==> src/rtl/mem_pkg.sv <==
// mem_pkg: width codes, FSM states and byte-count helper for the memory access unit
package mem_pkg;
  localparam logic [2:0] MW_NONE = 3'b000;
  localparam logic [2:0] MW_D    = 3'b001;
  localparam logic [2:0] MW_W    = 3'b010;
  localparam logic [2:0] MW_H    = 3'b011;
  localparam logic [2:0] MW_B    = 3'b100;
  localparam logic [2:0] MW_WU   = 3'b101;
  localparam logic [2:0] MW_HU   = 3'b110;
  localparam logic [2:0] MW_BU   = 3'b111;
  typedef enum logic [1:0] {S_IDLE, S_REQ, S_WAIT, S_DONE} state_t;
  function automatic logic [3:0] width_bytes(input logic [2:0] w);
    return (w == MW_B || w == MW_BU) ? 4'd1 :
           (w == MW_H || w == MW_HU) ? 4'd2 :
           (w == MW_W || w == MW_WU) ? 4'd4 :
           (w == MW_D) ? 4'd8 : 4'd0;
  endfunction
endpackage

==> src/rtl/mem_access_unit_align.sv <==
// mem_align: byte-lane placement of store data, load extraction/extension and alignment check
module mem_align
  import mem_pkg::*;
#(
  parameter int XLEN = 64
) (
  input  logic [2:0]      width,
  input  logic [2:0]      off,
  input  logic [XLEN-1:0] store_data,
  input  logic [XLEN-1:0] rdata,
  output logic [XLEN-1:0] wdata,
  output logic [7:0]      wmask,
  output logic [XLEN-1:0] load_data,
  output logic            misaligned
);
  logic [3:0]      bytes;
  logic [8:0]      lanes;
  logic [XLEN-1:0] raw;
  logic            sx;
  always_comb begin
    bytes      = width_bytes(width);
    lanes      = (9'd1 << bytes) - 9'd1;
    wmask      = lanes[7:0] << off;
    wdata      = store_data << {off, 3'b000};
    raw        = rdata >> {off, 3'b000};
    sx         = width == MW_B || width == MW_H || width == MW_W;
    misaligned = |({1'b0, off} & (bytes - 4'd1));
    load_data  = bytes == 4'd1 ? {{(XLEN-8){sx & raw[7]}}, raw[7:0]} :
                 bytes == 4'd2 ? {{(XLEN-16){sx & raw[15]}}, raw[15:0]} :
                 bytes == 4'd4 ? {{(XLEN-32){sx & raw[31]}}, raw[31:0]} : raw;
  end
endmodule

==> src/rtl/mem_access_unit.sv <==
// mem_access_unit: turns one decoded load/store into a memory request/response handshake
module mem_access_unit
  import mem_pkg::*;
#(
  parameter int XLEN   = 64,
  parameter int ADDR_W = 64
) (
  input  logic              clk,
  input  logic              rst,
  input  logic              cmd_valid,
  input  logic              is_load,
  input  logic              we_mem,
  input  logic [2:0]        memdata_width,
  input  logic [ADDR_W-1:0] addr,
  input  logic [XLEN-1:0]   store_data,
  output logic              stall,
  output logic              cmd_done,
  output logic [XLEN-1:0]   load_data,
  output logic              misaligned,
  output logic              misaligned_is_store,
  output logic              mem_req_valid,
  input  logic              mem_req_ready,
  output logic              mem_req_we,
  output logic [ADDR_W-1:0] mem_req_addr,
  output logic [XLEN-1:0]   mem_req_wdata,
  output logic [7:0]        mem_req_wmask,
  input  logic              mem_resp_valid,
  input  logic [XLEN-1:0]   mem_resp_rdata
);
  state_t            state, next;
  logic [2:0]        w_q;
  logic [ADDR_W-1:0] a_q;
  logic [XLEN-1:0]   sd_q, ld_q, al_wdata, al_load;
  logic [7:0]        al_wmask;
  logic              we_q, mis_q, mis_st_q, access, start, al_mis, req, capture;
  assign access   = cmd_valid && (is_load || we_mem) && memdata_width != MW_NONE;
  assign cmd_done = state == S_DONE || mis_q;
  assign stall    = access && !cmd_done;
  // the misaligned-done cycle still sees the held command, so it must not restart
  assign start    = state == S_IDLE && access && !mis_q;
  assign req      = state == S_REQ;
  assign capture  = !we_q && mem_resp_valid && ((req && mem_req_ready) || state == S_WAIT);
  mem_align #(.XLEN(XLEN)) u_align (
    .width      (state == S_IDLE ? memdata_width : w_q),
    .off        (state == S_IDLE ? addr[2:0] : a_q[2:0]),
    .store_data (sd_q),
    .rdata      (mem_resp_rdata),
    .wdata      (al_wdata),
    .wmask      (al_wmask),
    .load_data  (al_load),
    .misaligned (al_mis)
  );
  always_comb begin
    next = state;
    unique case (state)
      S_IDLE:  next = start && !al_mis ? S_REQ : S_IDLE;
      S_REQ:   next = !mem_req_ready ? S_REQ : (we_q || mem_resp_valid) ? S_DONE : S_WAIT;
      S_WAIT:  next = mem_resp_valid ? S_DONE : S_WAIT;
      default: next = S_IDLE;
    endcase
  end
  always_ff @(posedge clk) begin
    if (rst) begin
      state    <= S_IDLE;
      w_q      <= '0;
      a_q      <= '0;
      sd_q     <= '0;
      ld_q     <= '0;
      we_q     <= 1'b0;
      mis_q    <= 1'b0;
      mis_st_q <= 1'b0;
    end else begin
      state    <= next;
      mis_q    <= start && al_mis;
      mis_st_q <= start && al_mis && we_mem && !is_load;
      if (start && !al_mis) begin
        w_q  <= memdata_width;
        a_q  <= addr;
        sd_q <= store_data;
        we_q <= we_mem && !is_load;
      end
      if (capture) ld_q <= al_load;
    end
  end
  assign load_data           = ld_q;
  assign misaligned          = mis_q;
  assign misaligned_is_store = mis_st_q;
  assign mem_req_valid       = req;
  assign mem_req_we          = req && we_q;
  assign mem_req_addr        = req ? {a_q[ADDR_W-1:3], 3'b000} : '0;
  assign mem_req_wdata       = req && we_q ? al_wdata : '0;
  assign mem_req_wmask       = req && we_q ? al_wmask : '0;
endmodule

==> config.mk <==
export PLATFORM = sky130hd
export DESIGN_NAME = mem_access_unit
export DESIGN_NICKNAME = d
export VERILOG_FILES = /design/src/rtl/mem_pkg.sv /design/src/rtl/mem_access_unit_align.sv /design/src/rtl/mem_access_unit.sv
export SDC_FILE = /design/constraint.sdc
export NUM_CORES = 1
export LEC_CHECK = 0
export ABC_CLOCK_PERIOD_IN_PS = 4700
export CAP_MARGIN = 40
export CORE_ASPECT_RATIO = 0.6
export CORE_MARGIN = 5
export CORE_UTILIZATION = 48
export CTS_BUF_LIST = sky130_fd_sc_hd__clkbuf_8
export DETAILED_ROUTE_END_ITERATION = 10
export PLACE_DENSITY = 0.84
export SLEW_MARGIN = 20
export SYNTH_ARGS = -nofsm -noshare
export SYNTH_HDL_FRONTEND = slang
export SYNTH_SLANG_ARGS = --single-unit
==> constraint.sdc <==
create_clock -name clk -period 4.7 [get_ports clk]
set_input_delay 1.175 -clock clk [delete_from_list [all_inputs] [get_ports clk]]
set_output_delay 1.175 -clock clk [all_outputs]
set_load 0.05 [all_outputs]
# After elaboration in Yosys (flattened, before gate mapping)
# Index checks and enable logic that the tools add are counted.
[op_classes]
n_bitwise = 4
n_shift = 4
n_addsub = 2
muxes = 17
n_reduce_logical = 31
eq_ne = 13
[op_table]
columns = ["op", "count"]
rows = [
  ["64-bit 2-to-1 mux", 5],
  ["64-bit by 6-bit << shifter with 64-bit output", 1],
  ["64-bit by 6-bit >> shifter with 64-bit output", 1],
  ["4-bit 2-to-1 mux", 4],
  ["1-bit logical AND", 14],
  ["3-bit equality test, second input constant", 4],
  ["1-bit logical OR", 9],
  ["8-bit 2-to-1 mux", 1],
  ["1-bit by 4-bit << shifter with 8-bit output, first input constant", 1],
  ["8-bit by 3-bit << shifter with 8-bit output", 1],
  ["8-bit by 1-bit subtractor with 8-bit output, second input constant", 1],
  ["3-bit by 2-bit equality test with 1-bit output, second input constant", 2],
  ["3-bit 2-to-1 mux", 2],
  ["2-bit case mux with 3 select lines", 1],
  ["1-bit logical NOT", 5],
  ["3-bit by 4-bit bitwise AND with 4-bit output", 1],
  ["2-bit equality test, second input constant", 2],
  ["4-bit by 1-bit equality test with 1-bit output, second input constant", 1],
  ["4-bit by 2-bit equality test with 1-bit output, second input constant", 1],
  ["4-bit by 3-bit equality test with 1-bit output, second input constant", 1],
  ["4-bit OR reduction", 1],
  ["4-bit by 1-bit subtractor with 4-bit output, second input constant", 1],
  ["1-bit bitwise AND", 3],
  ["3-bit by 1-bit equality test with 1-bit output, second input constant", 1],
  ["5 further kinds", 7],
]
[word_totals]
elab_cells = 79
register_bits = 200
input_bits = 202
output_inout_bits = 206

# Logic depth before layout (Yosys ltp)
# Gate-level depths: netlist of the first run.
[logic_depth]
ltp_word = 14
mapped_depth = 14
mapped_depth_nobuf = 11

# By module
# From an unflattened synthesis of the first run, not the netlist that was laid out.
[hier_totals]
hier_cells = 1751
area_unflattened_um2 = 14363.8
[by_module_without_submodules]
columns = ["mod", "cells_per_inst", "area_each_um2", "n_inst"]
rows = [
  ["mem_access_unit", 1046, 9997.1, 1],
  ["mem_align", 705, 4366.7, 1],
]

# Worst setup path before layout of the first run
# Ideal clock, no wire load.
[synth_timing]
path_kind = "input-to-output"
startpoint = "in memdata_width[1]"
endpoint = "out mem_req_wmask[6]"
path_stages = 11
arrival_ns = 4.160
path_slack_ns = -0.635
required_ns = 3.525
cell_sequence = "clkbuf_1 -> xor2_1 -> nor2_1 -> o21ai_1 -> clkbuf_1 -> ha_1 -> ha_1 -> xnor2_1 -> nor2_1 -> a311oi_1 -> o32ai_1"
[synth_via]
elab_chain_cells = 10
elab_cells_between_ends = 19
cone_classes = "add/sub: 1; eq/ne: 7; shift: 2; mux: 6; reduce/logical: 3"
[synth_rtl]
columns = ["element", "line_no", "rtl"]
rows = [
  ["from (decl)", "mem_access_unit.sv:13", "input logic [2:0] memdata_width,"],
  ["3-bit 2-to-1 mux (*)", "mem_access_unit.sv:44", ".width (state == S_IDLE ? memdata_width : w_q),"],
  ["3-bit by 1-bit equality test with 1-bit output (tied with other cells)", "mem_pkg.sv:16", "(w == MW_D) ? 4'd8 : 4'd0;"],
  ["4-bit 2-to-1 mux or 1-bit logical OR (tied branches)", "mem_pkg.sv:16, mem_pkg.sv:15", ""],
  ["4-bit 2-to-1 mux", "mem_pkg.sv:15", "(w == MW_W || w == MW_WU) ? 4'd4 :"],
  ["4-bit 2-to-1 mux", "mem_pkg.sv:14", "(w == MW_H || w == MW_HU) ? 4'd2 :"],
  ["4-bit 2-to-1 mux (*)", "mem_pkg.sv:13", "return (w == MW_B || w == MW_BU) ? 4'd1 :"],
  ["1-bit by 4-bit << shifter with 8-bit output (*)", "mem_access_unit_align.sv:22", "lanes = (9'd1 << bytes) - 9'd1;"],
  ["8-bit by 1-bit subtractor with 8-bit output (*)", "mem_access_unit_align.sv:22", ""],
  ["8-bit by 3-bit << shifter with 8-bit output (*)", "mem_access_unit_align.sv:23", "wmask = lanes[7:0] << off;"],
  ["8-bit 2-to-1 mux (*)", "mem_access_unit.sv:92", "assign mem_req_wmask = req && we_q ? al_wmask : '0;"],
  ["to (decl)", "mem_access_unit.sv:26", "output logic [7:0] mem_req_wmask,"],
]
# Mark *: on every way between the ends. The rest lies on a longest branch, timed or not.

# Worst setup path after layout of the first run
[layout_timing]
startpoint = "in addr[1]"
endpoint = "out mem_req_wmask[5]"
[layout_via]
elab_chain_cells = 3
[layout_rtl]
columns = ["element", "line_no", "rtl"]
rows = [
  ["from (decl)", "mem_access_unit.sv:14", "input logic [ADDR_W-1:0] addr,"],
  ["3-bit 2-to-1 mux", "mem_access_unit.sv:45", ".off (state == S_IDLE ? addr[2:0] : a_q[2:0]),"],
  ["8-bit by 3-bit << shifter with 8-bit output", "mem_access_unit_align.sv:23", ""],
  ["8-bit 2-to-1 mux", "mem_access_unit.sv:92", ""],
]
# No other way between the ends.

==> results of run 1 <==
-- worst max-delay path, cell delays in order --
cell and delay (ps):
sky130_fd_sc_hd__clkdlybuf4s50_1 450, sky130_fd_sc_hd__or3b_4 280, sky130_fd_sc_hd__buf_4 120, sky130_fd_sc_hd__nand2_4 120, sky130_fd_sc_hd__nor2_1 760, sky130_fd_sc_hd__nand2_1 190, sky130_fd_sc_hd__o21ai_2 250, sky130_fd_sc_hd__buf_12 170
-- through the flow --
step	hold slack, ps	power (mW)	TNS (ps)	setup WS [ps]
finish	498.8	5.172	0	6.680
global route	511.6	5.393	-66.66	-58.58
CTS	499.8	5.110	0	14.01
detailed placement	478.9	3.996	-822.0	-174.9
global placement	464.6	3.956	-492.6	-144.7
floorplan	454.8	3.234	-145.7	-145.7
-- cell families (layout without fill, tap and decap cells) --
kind of cell | count (synthesis) | count (layout) | synth area share (%)
other cells | 1 | 8 | 0.03102
xor+xnor | 4 | 4 | 0.2898
flops | 200 | 200 | 33.12
simple gates | 666 | 666 | 24.43
fa+ha+maj | 3 | 3 | 0.3105
mux | 226 | 226 | 21.26
compound gates | 268 | 268 | 15.54
buf+inv | 138 | 522 | 5.030
-- Yosys cell counts (3+ instances only) --
cell type                   instances  area share, %
sky130_fd_sc_hd__buf_2             27            1.1
sky130_fd_sc_hd__nand3_1           74            3.1
sky130_fd_sc_hd__o211ai_1           3           0.19
sky130_fd_sc_hd__a211oi_1          19            1.2
sky130_fd_sc_hd__dfxtp_1          200             33
sky130_fd_sc_hd__mux4_2            22            4.1
sky130_fd_sc_hd__a21oi_1           68            2.8
sky130_fd_sc_hd__a31oi_1            3           0.16
sky130_fd_sc_hd__nor3_1            24           0.99
sky130_fd_sc_hd__xnor2_1            3           0.22
sky130_fd_sc_hd__mux2i_1          187             15
sky130_fd_sc_hd__buf_1             13           0.40
sky130_fd_sc_hd__mux2_2            16            1.5
sky130_fd_sc_hd__nor2_1           253            7.9
sky130_fd_sc_hd__ha_1               3           0.31
sky130_fd_sc_hd__clkbuf_1          79            2.5
sky130_fd_sc_hd__a22oi_1            8           0.50
sky130_fd_sc_hd__and2_1            94            4.9
sky130_fd_sc_hd__a21o_1             4           0.25
sky130_fd_sc_hd__a211oi_2          30            3.1
sky130_fd_sc_hd__and3_1             5           0.26
sky130_fd_sc_hd__inv_1              7           0.22
sky130_fd_sc_hd__a22o_1             7           0.51
sky130_fd_sc_hd__o2bb2ai_1          7           0.51
sky130_fd_sc_hd__nand2_1          197            6.1
sky130_fd_sc_hd__a2111oi_0          3           0.22
sky130_fd_sc_hd__buf_4              9           0.56
sky130_fd_sc_hd__nand2b_1           3           0.16
sky130_fd_sc_hd__o21ai_0           73            3.0
sky130_fd_sc_hd__o311a_1            8           0.66
sky130_fd_sc_hd__nor2b_1            3           0.16
sky130_fd_sc_hd__o22ai_1            9           0.47
sky130_fd_sc_hd__o211a_1            7           0.58
sky130_fd_sc_hd__buf_6              3           0.28
-- worst paths after layout --
path | startpoint | endpoint | slack, ps | cells past startpoint
max | addr[1] | mem_req_wmask[5] | 7 | 8
min | load_data[13]$_SDFFE_PP0P_ | load_data[13]$_SDFFE_PP0P_ | 500 | 2
max reg2reg | state[1]$_SDFF_PP0_ | load_data[63]$_SDFFE_PP0P_ | 1050 | 10
min reg2reg | load_data[13]$_SDFFE_PP0P_ | load_data[13]$_SDFFE_PP0P_ | 500 | 2
-- what timing repair did --
action | in CTS | in global routing
setup endpoints to repair | 9 | 21
pin swaps | 1 | 2
setup buffers | 0 | 2
resized for setup | 6 | 18
endpoints found under the hold margin | 0 | 0
-- sequential cells by signal, indices dropped and copies added (netlist names) --
| register | count |
|---|---|
| misaligned | 1 |
| misaligned_is_store | 1 |
| w_q | 3 |
| we_q | 1 |
| sd_q | 64 |
| a_q | 64 |
| state | 2 |
| load_data | 64 |
-- power by group through the flow --
stage	Clock (mW)	Combinational, mW	Sequential [mW]
2_1_floorplan	0	1.16	2.07
3_3_place_gp	0	1.99	1.96
3_5_place_dp	0	2.03	1.97
4_1_cts	1.14	2.04	1.93
5_1_grt	1.21	2.24	1.95
6_report	1.13	2.11	1.94
-- cell type report --
type,count,area [um2],area share [%]
Timing Repair Buffer,483,5470,30.31
Antenna cell,5,12.51,0.06932
Clock inverter,12,110.1,0.6100
Tap cell,329,411.6,2.281
Multi-Input combinational cell,1170,7740,42.88
Sequential cell,200,4004,22.18
Clock buffer,20,275.3,1.525
Inverter,7,26.28,0.1456
-- layer usage --
layer  global-route usage [%]  vias to the layer above  wire length, um
met3                    14.96                       88             6753
li1                         -                     5983                -
met1                    44.74                     6154            20690
met2                    48.80                      805            21270
met4                    9.331                        0             1246
met5                        0                        -                0
==> results by group, run 1 <==
Outcome
  • Outcome: finished clean

Global routing
  • Final global-route overflow total: 0
  • Vias in the first global route: 12430
  • Gr usage total: 33.38%
  • Antenna violations before repair: 5
  • Pin count of the biggest net entering global routing: 102
  • First-pass GRT wire length: 74870 um

CTS
  • Worst skew pair latency: 520 ps
  • Clock-pin transition on the worst setup and hold timing paths: 90 ps
  • Number of H-tree levels: 4
  • Inserted Clock Buffers: 17
  • TritonCTS clock tree: built
  • Number of hold buffers added after cts: 0
  • Maximum buffer depth of the clock tree: 2
  • Clock root buffer: sky130_fd_sc_hd__clkbuf_8
  • Sinks on the clock net: 200

Cells and area
  • Final cell count without fillers: 2226
  • Layout cell share with drive strength beyond 1: 16.28%
  • Most common cell after layout, fill and taps aside: sky130_fd_sc_hd__clkdlybuf4s50_1
  • Most frequent cells in the layout: sky130_fd_sc_hd__clkdlybuf4s50_1 (326), sky130_fd_sc_hd__nor2_1 (248), sky130_fd_sc_hd__dfxtp_1 (200), sky130_fd_sc_hd__nand2_1 (196), sky130_fd_sc_hd__mux2i_1 (181)
  • Post-route design area: 18050 um2
  • Utilization of the core after routing: 72.04%
  • Number of filler cells placed in the layout: around 1900
  • Area added between synthesis and finish: 49.31%
  • NumNets Final: 2084

Die
  • Core Area: 25060 um2
  • X dimension of the die: around 210 um
  • Number of ports placed on the die boundary: 408
  • Total Die Area: between 20000 and 30000 um2
  • Initial Utilization: 48.25%
  • Site row count: 45
  • Die Span Y: 132.9 um

Power and ir drop
  • Combinational fraction of design power: 40.7%
  • Fraction of power spent switching nets: about 40%
  • Worst vdd ir: 0.2436 mV
  • Power density relative to cell area: 286.5 nW/um2
  • Share of total power in sequential cells: 37.5%
  • Leakage power: roughly 7.6 nW
  • Internal power: 3.119 mW
  • Share of power burned in the clock network: 21.8%
  • Net Sw Power: about 2.1 mW

Timing
  • Total count of max-transition violations in the final report: 0
  • Tightest Pin Transition: 941.8 ps
  • Unrepaired setup endpoints after global routing: true
  • Part of the cycle the worst path needs: 99.86%
  • Max frequency: 0.2131 GHz
  • Final number of setup-violating endpoints: 0
  • Number of endpoints with negative hold slack in the final report: 0
  • Final period demand of the worst path: 4693 ps
  • Largest clock skew in the final design: 12.10 ps
  • Slew margin rel.: 36.98%

Synthesis
  • Primary FF master, synth: sky130_fd_sc_hd__dfxtp_1
  • Number of enable flip-flop cells after synthesis: 0
  • Number of synthesized register bits: 200
  • Unique cell type count in the Yosys netlist: between 60 and 70
  • Mean post-synth cell area: between 8 and 9 um2
  • Combined area of all synthesized cells: 12090 um2
  • Count of yosys warnings during synthesis: 0
  • Synthesized instance count: 1506
  • Sequential-to-total area share from yosys stat: 33.12%
  • Share of async-settable or async-resettable flops after synthesis: 0%

Drt
  • Vias per cell: 5.854
  • Count of unresolved DRC violations after routing: 0
  • Vias: 13030
  • Starting DRC count in detailed routing: ~1400
  • Avg WL per Cell: 22.44 um
  • Count of TritonRoute iterations in the first routing pass: 6
  • Number of antenna-violating nets in the routed design: 0
  • Final wirelength: 49950 um

Place
  • I/O Buffers: 404
  • Total half-perimeter wirelength after legalization and detailed placement: between 30000 and 40000 um
  • Placed cells: 2187
  • Routability congestion estimate: 1.054
  • Post-Place Cell Area: 17540 um2

Critical path
  • Critical path class: input pin to output pin
  • Arrival time at the worst endpoint: 3520 ps
  • CP Capture Type: output pin
  • Nature of the critical path startpoint: input pin
  • Max FO, Critical Path: 13
  • Worst Path Required: between 3000 and 4000 ps

Min path
  • Classification of the worst-slack hold path: flip-flop to flip-flop

Flow run
  • Number of max-capacitance violations reported: 0
No activity file was read; power rests on OpenSTA's default activity.
==> run 2, diff against run 1 <==
--- a/config.mk
+++ b/config.mk
@@ -7,7 +7,6 @@
 export LEC_CHECK = 0
 export ABC_CLOCK_PERIOD_IN_PS = 4700
 export CAP_MARGIN = 40
-export CORE_ASPECT_RATIO = 0.6
 export CORE_MARGIN = 5
 export CORE_UTILIZATION = 48
 export CTS_BUF_LIST = sky130_fd_sc_hd__clkbuf_8
@@ -17,3 +16,4 @@
 export SYNTH_ARGS = -nofsm -noshare
 export SYNTH_HDL_FRONTEND = slang
 export SYNTH_SLANG_ARGS = --single-unit
+export TNS_END_PERCENT = 1
==> run 2 against run 1 <==
  * The flow now finishes with violations (negative setup slack)
  * Flip-flop and latch count is the same
  * Clock-buffer cell count shrank 3
  * Die area shrank 0.37%
  * Largest cell class unchanged
==> results by group, run 2 (synthesis gave the netlist of run 1 again) <==
Die
  • Site row count: 58 (+29%)
  • Initial Utilization: 48.43% (+0.18 points)
  • Total Die Area: 28460 um2 (-0.37%)
  • Die Span Y: 168.7 um (+27%)
  • Core Area: 24960 um2 (-0.36%)
  • Number of ports placed on the die boundary: 408 (unchanged)
  • X dimension of the die: 168.7 um (-21%)

Global routing
  • First-pass GRT wire length: 74400 um (-0.63%)
  • Gr usage total: 32.57% (-0.81 points)
  • Antenna violations before repair: 10 (+5)
  • Pin count of the biggest net entering global routing: 103 (+0.98%)
  • Final global-route overflow total: 0 (unchanged)
  • Vias in the first global route: 13360 (+7.5%)

Power and ir drop
  • Internal power: 3.150 mW (+0.97%)
  • Leakage power: 7.652 nW (+1.2%)
  • Share of total power in sequential cells: 36.7% (-0.8 points)
  • Share of power burned in the clock network: 24.9% (+3.1 points)
  • Combinational fraction of design power: 38.4% (-2.3 points)
  • Fraction of power spent switching nets: 40.45% (+0.77 points)
  • Overall power: 5.289 mW (+2.3%)
  • Net Sw Power: 2.140 mW (+4.3%)
  • Power density relative to cell area: 292.3 nW/um2 (+2.0%)
  • Worst vdd ir: 0.2536 mV (+4.1%)

CTS
  • Worst skew pair latency: 520 ps (about the same)
  • Sinks on the clock net: 200 (unchanged)
  • Number of H-tree levels: 4 (unchanged)
  • Maximum buffer depth of the clock tree: 2 (unchanged)
  • Clock root buffer: sky130_fd_sc_hd__clkbuf_8
  • Number of buffers added for setup after CTS: 0 (unchanged)
  • Inserted Clock Buffers: 17 (unchanged)
  • Clock-pin transition on the worst setup and hold timing paths: 130 ps (+40 ps)
  • TritonCTS clock tree: built

Place
  • Total half-perimeter wirelength after legalization and detailed placement: 35600 um (-5.4%)
  • Worst slack at placement: -139.0 ps (+35.89 ps)
  • I/O Buffers: 404 (unchanged)
  • Routability congestion estimate: 0.9298 (-12%)

Critical path
  • FF-to-FF setup slack: 1010 ps (-40 ps)
  • Nature of the critical path startpoint: input pin
  • Worst Reg2Reg Path Length in Cells: 11 (+1)
  • Worst Path Required: 3520 ps (about the same)
  • Max FO, Critical Path: 5 (-8)
  • Reg2reg start: state[0]$_SDFF_PP0_
  • CP Capture Type: output pin
  • Destination of the worst register-to-register timing path: load_data[42]$_SDFFE_PP0P_
  • Arrival time at the worst endpoint: 3540 ps (+20 ps)
  • Critical path class: input pin to output pin

Cells and area
  • Most common cell after layout, fill and taps aside: sky130_fd_sc_hd__clkdlybuf4s50_1
  • Number of filler cells placed in the layout: 1859 (-2.4%)
  • Layout cell share with drive strength beyond 1: 15.14% (-1.1 points)
  • Utilization of the core after routing: 72.49% (+0.45 points)
  • Most frequent cells in the layout: sky130_fd_sc_hd__clkdlybuf4s50_1 (328), sky130_fd_sc_hd__nor2_1 (250), sky130_fd_sc_hd__dfxtp_1 (200), sky130_fd_sc_hd__nand2_1 (196), sky130_fd_sc_hd__mux2i_1 (187)
  • Area added between synthesis and finish: 49.69%
  • NumNets Final: 2088 (+0.19%)

Timing
  • Largest clock skew in the final design: 27.97 ps (+15.87 ps)
  • Total count of max-transition violations in the final report: 0 (unchanged)
  • Part of the cycle the worst path needs: 100.2% (+0.38 points)
  • Final number of setup-violating endpoints: 1 (+1)
  • Number of endpoints with negative hold slack in the final report: 0 (unchanged)
  • Max frequency: 0.2123 GHz (-0.38%)
  • Unrepaired setup endpoints after global routing: true
  • Final setup margin: -11.39 ps (-18.07 ps)
  • Slew margin rel.: 45.39% (+8.4 points)
  • Final period demand of the worst path: 4711 ps (+18.07 ps)
  • Tightest Pin Transition: 814.8 ps (-127.1 ps)

Flow run
  • Number of max-capacitance violations reported: 0 (unchanged)

Min path
  • Launch point of the worst hold path: a_q[17]$_SDFFE_PP0N_
  • Classification of the worst-slack hold path: flip-flop to flip-flop
  • Count of cells along the worst hold path: 2 (unchanged)
  • Terminating pin of the worst hold path: a_q[17]$_SDFFE_PP0N_

Drt
  • Final wirelength: 47940 um (-4.0%)
  • Number of antenna-violating nets in the routed design: 0 (unchanged)
  • Vias per cell: 5.928 (+1.3%)
  • Starting DRC count in detailed routing: 1696 (+20%)
  • Vias: 13240 (+1.6%)
  • Count of unresolved DRC violations after routing: 0 (unchanged)
  • Count of TritonRoute iterations in the first routing pass: 6 (unchanged)
  • Avg WL per Cell: 21.47 um (-4.3%)

Outcome
  • Violated checks: negative setup slack
  • Outcome: finished with violations
==> run 2: cell count changes in the layout (fill, tap and decap cells not counted), moves of 3 or more <==
cell	change
sky130_fd_sc_hd__a21oi_1	+16
sky130_fd_sc_hd__mux2i_1	+6
sky130_fd_sc_hd__a21oi_2	-14
sky130_fd_sc_hd__inv_16	+4
sky130_fd_sc_hd__o21ai_1	-6
sky130_fd_sc_hd__inv_12	+4
sky130_fd_sc_hd__mux2i_2	-6
sky130_fd_sc_hd__o21ai_0	+7
sky130_fd_sc_hd__clkbuf_8	-3
==> run 2: area by class of cell <==
cell class / instances / area, um2 / area share [%]
Sequential cell: 200 / 4004 / 22.13
Clock buffer: 17 / 234.0 / 1.293
Multi-Input combinational cell: 1170 / 7601 / 42.00
Antenna cell: 7 / 17.52 / 0.09680
Timing Repair Buffer: 487 / 5568 / 30.77
Inverter: 7 / 30.03 / 0.1659
Clock inverter: 15 / 229.0 / 1.265
Tap cell: 330 / 412.9 / 2.282
==> run 2: power by group through the flow <==
stage	Clock, mW	Sequential [mW]	Combinational, mW
after floorplan	0	2.07	1.15
after global placement	0	1.97	1.93
after detailed placement	0	1.97	1.96
after CTS	1.32	1.94	1.99
after global routing	1.38	1.95	2.17
final	1.32	1.94	2.03
==> run 2: how the worst max path moves through the flow <==
| stage | depth (start not counted) | slack (ps) | start | to |
|---|---|---|---|---|
| final | 11 | -10 | memdata_width[0] | mem_req_wmask[6] |
| after global routing | 13 | -80 | memdata_width[0] | mem_req_wmask[6] |
| after CTS | 8 | 8 | addr[0] | mem_req_wdata[52] |
| after detailed placement | 10 | -140 | memdata_width[1] | mem_req_wmask[6] |
| after global placement | 10 | -100 | memdata_width[1] | mem_req_wmask[6] |
| after floorplan | 8 | -260 | addr[0] | mem_req_wdata[43] |
==> run 2: what timing repair did <==
| item | in CTS | in global routing |
|---|---|---|
| pin swaps | 6 | 4 |
| endpoints found under the setup margin | 8 | 25 |
| gates resized for setup | 7 | 7 |
| hold buffers | 0 | 0 |
==> run 2: through the flow <==
step                instances  hold WS [ps]  cell area, um2  TNS [ps]
CTS                      2223         504.7           17990         0
global placement         2191         465.2           17500    -797.9
global route             2233         526.7           18100    -235.6
floorplan                1508         454.8           12110     -3850
finish                   2233         503.3           18100    -11.39
detailed placement       2191         475.5           17500    -389.1
==> run 2: per-layer routing <==
layer / wire length [um] / track usage (%) / up-vias / share of wire, %
li1: - / - / 5995 / -
met1: 17600 / 37.61 / 6273 / 37
met2: 23530 / 56.76 / 808 / 49
met3: 4608 / 8.968 / 156 / 9.6
met4: 2162 / 13.62 / 6 / 4.5
met5: 40 / 0 / - / 0.083
==> run 2: critical path: stages <==
cell,delay [ps]
sky130_fd_sc_hd__clkdlybuf4s50_1,460
sky130_fd_sc_hd__buf_4,180
sky130_fd_sc_hd__mux2i_1,230
sky130_fd_sc_hd__xnor2_1,160
sky130_fd_sc_hd__nand2_1,160
sky130_fd_sc_hd__ha_1,250
sky130_fd_sc_hd__xnor2_2,170
sky130_fd_sc_hd__nor2_1,110
sky130_fd_sc_hd__a311oi_1,60
sky130_fd_sc_hd__o32ai_2,390
sky130_fd_sc_hd__buf_12,190
